--- src/rtl/latch_write_ctrl.sv ---
// Clocked write sequencer for a transparent latch bank: accepts a word over valid/ready,
// then drives setup, enable-pulse and hold phases so the latch captures the word cleanly.
module latch_write_ctrl #(
    parameter int WIDTH     = 8,
    parameter int SETUP_CYC = 1,
    parameter int PULSE_CYC = 2,
    parameter int HOLD_CYC  = 1
) (
    input  logic             clk,
    input  logic             rst_n,
    input  logic             in_valid,
    output logic             in_ready,
    input  logic [WIDTH-1:0] in_data,
    output logic [WIDTH-1:0] lat_d,
    output logic             lat_en,
    output logic             busy,
    output logic             done,
    output logic [15:0]      wr_count
);

    typedef enum logic [1:0] {
        IDLE  = 2'd0,
        SETUP = 2'd1,
        PULSE = 2'd2,
        HOLD  = 2'd3
    } state_t;

    // Each phase counter is loaded with (length - 1) and the phase ends when it reaches 0.
    localparam logic [7:0] SETUP_LOAD = 8'(SETUP_CYC - 1);
    localparam logic [7:0] PULSE_LOAD = 8'(PULSE_CYC - 1);
    localparam logic [7:0] HOLD_LOAD  = 8'(HOLD_CYC - 1);

    state_t           state_reg;
    logic [7:0]       phase_cnt_reg;
    logic [WIDTH-1:0] lat_d_reg;
    logic             lat_en_reg;
    logic             busy_reg;
    logic             done_reg;
    logic [15:0]      wr_count_reg;

    logic phase_last;
    assign phase_last = (phase_cnt_reg == 8'd0);

    always_ff @(posedge clk) begin
        if (!rst_n) begin
            state_reg     <= IDLE;
            phase_cnt_reg <= 8'd0;
            lat_d_reg     <= '0;
            lat_en_reg    <= 1'b0;
            busy_reg      <= 1'b0;
            done_reg      <= 1'b0;
            wr_count_reg  <= 16'd0;
        end else begin
            done_reg <= 1'b0;
            case (state_reg)
                IDLE: begin
                    // lat_d only moves here, a full setup window ahead of any enable.
                    if (in_valid) begin
                        state_reg     <= SETUP;
                        phase_cnt_reg <= SETUP_LOAD;
                        lat_d_reg     <= in_data;
                        busy_reg      <= 1'b1;
                    end
                end
                SETUP: begin
                    if (phase_last) begin
                        state_reg     <= PULSE;
                        phase_cnt_reg <= PULSE_LOAD;
                        lat_en_reg    <= 1'b1;
                    end else begin
                        phase_cnt_reg <= phase_cnt_reg - 8'd1;
                    end
                end
                PULSE: begin
                    if (phase_last) begin
                        state_reg     <= HOLD;
                        phase_cnt_reg <= HOLD_LOAD;
                        lat_en_reg    <= 1'b0;
                    end else begin
                        phase_cnt_reg <= phase_cnt_reg - 8'd1;
                    end
                end
                HOLD: begin
                    if (phase_last) begin
                        state_reg    <= IDLE;
                        busy_reg     <= 1'b0;
                        done_reg     <= 1'b1;
                        wr_count_reg <= wr_count_reg + 16'd1;
                    end else begin
                        phase_cnt_reg <= phase_cnt_reg - 8'd1;
                    end
                end
                default: begin
                    state_reg  <= IDLE;
                    lat_en_reg <= 1'b0;
                    busy_reg   <= 1'b0;
                end
            endcase
        end
    end

    assign in_ready = rst_n && (state_reg == IDLE);
    assign lat_d    = lat_d_reg;
    assign lat_en   = lat_en_reg;
    assign busy     = busy_reg;
    assign done     = done_reg;
    assign wr_count = wr_count_reg;

endmodule

--- config.mk ---
export PLATFORM = sky130hd
export DESIGN_NAME = latch_write_ctrl
export DESIGN_NICKNAME = d
export VERILOG_FILES = /design/src/rtl/latch_write_ctrl.sv
export SDC_FILE = /design/constraint.sdc
export NUM_CORES = 1
export LEC_CHECK = 0
export ABC_AREA = 1
export CORE_MARGIN = 1.5
export CORE_UTILIZATION = 40
export DETAILED_ROUTE_END_ITERATION = 7
export PLACE_DENSITY = 0.72
export RECOVER_POWER = 25
export SLEW_MARGIN = 10
export SYNTH_ARGS = -nofsm -noshare
export SYNTH_HDL_FRONTEND = slang
export SYNTH_SLANG_ARGS = --single-unit
--- constraint.sdc ---
create_clock -name clk -period 1.35 [get_ports clk]
set_input_delay 0.2025 -clock clk [delete_from_list [all_inputs] [get_ports clk]]
set_output_delay 0.2025 -clock clk [all_outputs]
set_load 0.05 [all_outputs]
Yosys cells after proc, flatten, opt, wreduce, memory -nomap -nowiden
Index checks and enable logic that the tools add are counted.
{ "word_totals": {"wordCells": 45, "out_inout_bits": 28, "regBits": 37} }
{ "classes": {"mux": 16, "eq_ne": 8, "add_sub_neg": 2, "reduce_logical": 12} }
{ "ops": {"columns": ["cell", "count"], "rows": [
  ["two-way mux 8 bit", 4],
  ["one-hot mux 8 bit (4 select lines)", 1],
  ["adder 16 x 1 -> 16 bit, second input constant", 1],
  ["inequality test 2 bit, second input constant", 5],
  ["zero test 8 bit", 1],
  ["two-way mux 2 bit", 4],
  ["one-hot mux 2 bit (4 select lines)", 1],
  ["AND reduction 2 bit", 4],
  ["subtractor 8 x 1 -> 8 bit, second input constant", 1],
  ["AND reduction 3 bit", 2],
  ["equality test 2 bit, second input constant", 2],
  ["two-way mux 1 bit", 4],
  ["one-hot mux 1 bit (2 select lines)", 2],
  ["AND reduction 4 bit", 1],
  ["nonzero test 2 bit", 2],
  ["equality test 2 x 1 -> 1 bit, second input constant", 1],
  ["zero test 2 bit", 1],
  ["logical AND 1 bit", 1]
]} }

Logic depth before layout (Yosys ltp)
{ "depth": {"depth_word": 3, "ltp_mapped": 11, "mapped_depth_nobuf": 11} }

Worst setup path after synthesis
No wires, ideal clock.
{ "synth_path": {"path_type": "register to register", "from": "reg wr_count_reg[1] (netlist: wr_count[1])", "to": "reg wr_count_reg[10] (netlist: wr_count[10])", "t_required_ps": 1232, "path_buffers": 0, "stages_incl_launch_ff": 9, "setup_ps": 118, "period_less_slack_ps": 1711, "path_slack_ps": -361, "arrival_ps": 1593, "cell_sequence": "dfxtp_1 -> ha_1 -> nand2_1 -> nor3_2 -> nand3b_1 -> nor2_1 -> nand2_1 -> nand2_1 -> nor2_1"} }
{ "synth_via": {"elab_chain_cells": 1} }
{ "synth_lines": {"columns": ["element", "line", "text"], "rows": [
  ["from (decl)", "39", "logic [15:0] wr_count_reg;"],
  ["from (signal assigned)", "88", "wr_count_reg <= wr_count_reg + 16'd1;"],
  ["adder 16 x 1 -> 16 bit", "88", null]
]} }
Every way passes these cells.
A chain may end at the register's enable or synchronous reset.

Worst setup path after layout
{ "layout_path": {"from": "reg phase_cnt_reg[4]", "to": "reg wr_count_reg[4] (netlist: wr_count[4])"} }
{ "layout_via": {"elab_chain_cells": 2} }
{ "layout_lines": {"columns": ["element", "line", "text"], "rows": [
  ["from (decl)", "34", "logic [7:0] phase_cnt_reg;"],
  ["from (signal assigned)", "71", "phase_cnt_reg <= phase_cnt_reg - 8'd1;"],
  ["from (signal assigned)", "80", "phase_cnt_reg <= phase_cnt_reg - 8'd1;"],
  ["from (signal assigned)", "90", "phase_cnt_reg <= phase_cnt_reg - 8'd1;"],
  ["zero test 8 bit", "42", "assign phase_last = (phase_cnt_reg == 8'd0);"],
  ["AND reduction 2 bit (no line)", null, null]
]} }
Every way passes these cells.

==> impl_metrics.csv <==
group,metric,value,unit
synthesis,synth_nets,316,
power,peakVddDrop,1910,uV
timing,min_period,1.57,ns
grt,grt_antenna_before_repair,0,
drt,drt-initial-drc-count,134,
cells_and_area,layout_common_cells,"nand2_1 (65), nor2_1 (52), buf_4 (33), buf_12 (31), inv_1 (24)",
floorplanning,start_util,41.7,%
critical_path,cp.arrival,1.74,ns
timing,fmax,638,MHz
drt,drc,0,
grt,grt_remaining_overflow,0,
cells_and_area,num_antenna_cells,0,
clocking,clockBufferDepth,2,
grt,grt_start_max_net_pins,12,
drt,routed_wl,6390,microns
status,failed_checks,"negative setup slack",
timing,worst_slew_pin_slew,0.346,ns
floorplanning,dieArea,5360,sq um
cells_and_area,syn_to_final_growth,74.5,%
timing,slew_headroom,76.9,%
drt,vias,2288,
synthesis,ys.warnings.count,0,
drt,drtAntennaViolNets,0,
floorplanning,num_rows,25,
critical_path,cp_max_fo,7,
synthesis,synth_cell_types,30,
clocking,cts_tree,"built",
cells_and_area,drive_above_1_share,41.0,%
timing,fin_ws,-0.218,ns
synthesis,postSynthAreaPerCell,6.64,sq um
timing,rsz0062_at_grt,"true",
clocking,clkSinkCount,37,
cells_and_area,utilization,72.8,%
drt,drt-pass1-iter-count,4,
cells_and_area,fin_cells,450,
clocking,clock_latency,0.29,ns
floorplanning,core_area,4720,sq um
critical_path,crit_type,"reg -> reg",
clocking,cts_inserted_buffers,5,
drt,routedWlPerCell,14.2,microns
drt,vias_per_cell,5.08,
grt,grt_first_pass_wirelength,9520,microns
clocking,cts_max_level,2,
job,cap_violations,0,
cells_and_area,largest_reg_flops,16,
clocking,ctsHoldBuffers,0,
critical_path,worstPathRequired,1.53,ns
cells_and_area,fill_cells,344,
clocking,clk_pin_slew_worst_paths,0.08,ns
timing,setup_tns,-3.12,ns
floorplanning,die_h,73.2,microns
grt,grt_pass1_vias,2180,
power,pwr_density_cell,2020,nW/um^2
cells_and_area,nets,401,
synthesis,synth_seq_cells,37,
floorplanning,die_w,73.2,microns
timing,layout_worst_path_cycle_share,116,%
synthesis,synth.top_cell.area_share,37.6,%
placed_design,gp_congestion,0.950,
synthesis,ys_top_cells_by_area,"dfxtp_1 (38%), nand2_1 (14%), nor2_1 (11%)",
timing,setup_viol,28,
cells_and_area,final_common_cell,"nand2_1",
placed_design,io_buffers,38,
timing,skew,0.00571,ns
placed_design,hpwlAfterDp,3820,microns
placed_design,place_inst,429,
synthesis,yosys.area.top_type,"dfxtp_1",
hold_path,hold_path_class,"reg -> reg",
status,outcome,"complete, but fails checks",
critical_path,endpoint_kind,"flip-flop",
timing,hold_viol_final,0,
grt,grt_usage,22.7,%
synthesis,ys_seq_area_share,37.6,%
power,p_leak,1.41,nW
floorplanning,ios,39,
synthesis,syn_inst,297,
timing,slew_violations,0,
clocking,cts_root_buffer,"clkbuf_8",
synthesis,synth_area,1970,sq um
critical_path,cp-start-kind,"flip-flop",
[what timing repair did]
item	4_1_cts	5_1_grt
endpoints found under the setup margin	35	36
gates resized for setup	41	39
setup buffers	8	4
pin swaps	14	12
gates cloned	1	0
[logic make-up (layout without fill, tap and decap cells)]
group	after synthesis	in the layout	share of synthesized area, %
AOI/OAI and AO/OA	40	41	11.1
and+or+nand+nor	170	170	37.6
DFF	37	37	37.6
xor gates and xnor gates	1	1	0.444
buffers and inverters	41	126	8.25
adders and majority gates	8	8	5.08
[worst max-delay path, cell delays in order (launching register included)]
cell	delay [ns]
dfxtp_1	0.34
nor2_1	0.16
nand2_1	0.13
nor2_4	0.22
nand2_8	0.11
buf_6	0.15
buf_6	0.11
o21ai_2	0.14
a22oi_1	0.08
[worst paths after layout]
check	slack [ns]	to	start	cells past startpoint
max	-0.22	wr_count[4]$_SDFFE_PN0P_	phase_cnt_reg[4]$_SDFFE_PN0P_	8
min reg2reg	0.52	wr_count[12]$_SDFFE_PN0P_	wr_count[12]$_SDFFE_PN0P_	2
max reg2reg	-0.22	wr_count[4]$_SDFFE_PN0P_	phase_cnt_reg[4]$_SDFFE_PN0P_	8
min	0.52	wr_count[12]$_SDFFE_PN0P_	wr_count[12]$_SDFFE_PN0P_	2
[per-stage QoR]
stage	setup slack (ns)	hold slack (ns)	power, W	instance area [sq um]
after global routing	-0.309	0.530	0.00733	3440
after detailed placement	-0.212	0.498	0.00481	2980
final	-0.218	0.516	0.00696	3440
after global placement	-0.155	0.486	0.00476	2980
after floorplan	-0.0469	0.331	0.00348	2010
after CTS	-0.0995	0.509	0.00636	3300
[power breakdown]
group / switching, W / total (W) / internal [W] / leakage [nW]
Clock: 0.000398 / 0.000815 / 0.000417 / 0.0455
Sequential: 0.000225 / 0.00156 / 0.00133 / 0.312
Combinational: 0.00257 / 0.00459 / 0.00202 / 1.06
Total: 0.00319 / 0.00696 / 0.00377 / 1.41
[per-layer routing]
layer / GRT usage [%] / up-vias / part of all wire [%]
met2: 39.1 / 77 / 53
met1: 27.3 / 1075 / 40
met5: 0 / - / 0
met3: 4.01 / 21 / 4.3
li1: - / 1115 / -
met4: 10.7 / 0 / 3.1
[Yosys cell counts]
| cell type | instances |
|---|---|
| nand2_1 | 74 |
| nor2_1 | 58 |
| dfxtp_1 | 37 |
| inv_1 | 31 |
| o21ai_0 | 19 |
| a21oi_1 | 13 |
| nand3_1 | 13 |
| ha_1 | 8 |
| nand4_1 | 8 |
| nor3_1 | 5 |
| clkinv_1 | 3 |
| inv_2 | 3 |
| nand2_2 | 3 |
| o21ai_1 | 3 |
| clkbuf_1 | 2 |
| nor2_2 | 2 |
| nor2_4 | 2 |
| a211oi_1 | 1 |
| a21oi_2 | 1 |
| a22oi_1 | 1 |
| buf_2 | 1 |
| buf_6 | 1 |
| nand2_4 | 1 |
| nand3_2 | 1 |
| nand3b_1 | 1 |
| nor3_2 | 1 |
| nor3b_2 | 1 |
| o21ai_2 | 1 |
| o21bai_2 | 1 |
| xnor2_1 | 1 |
[layout make-up]
cell class                 count  area [sq um]  share of cell area (%)
multi-input combinational    220          1290                    37.6
sequential                    37           774                    22.5
tap                           67          83.8                    2.44
timing repair buffer          81          1050                    30.4
inverter                      37           150                    4.36
clock buffer                   8          90.1                    2.62
No activity file was read; power rests on OpenSTA's default activity.
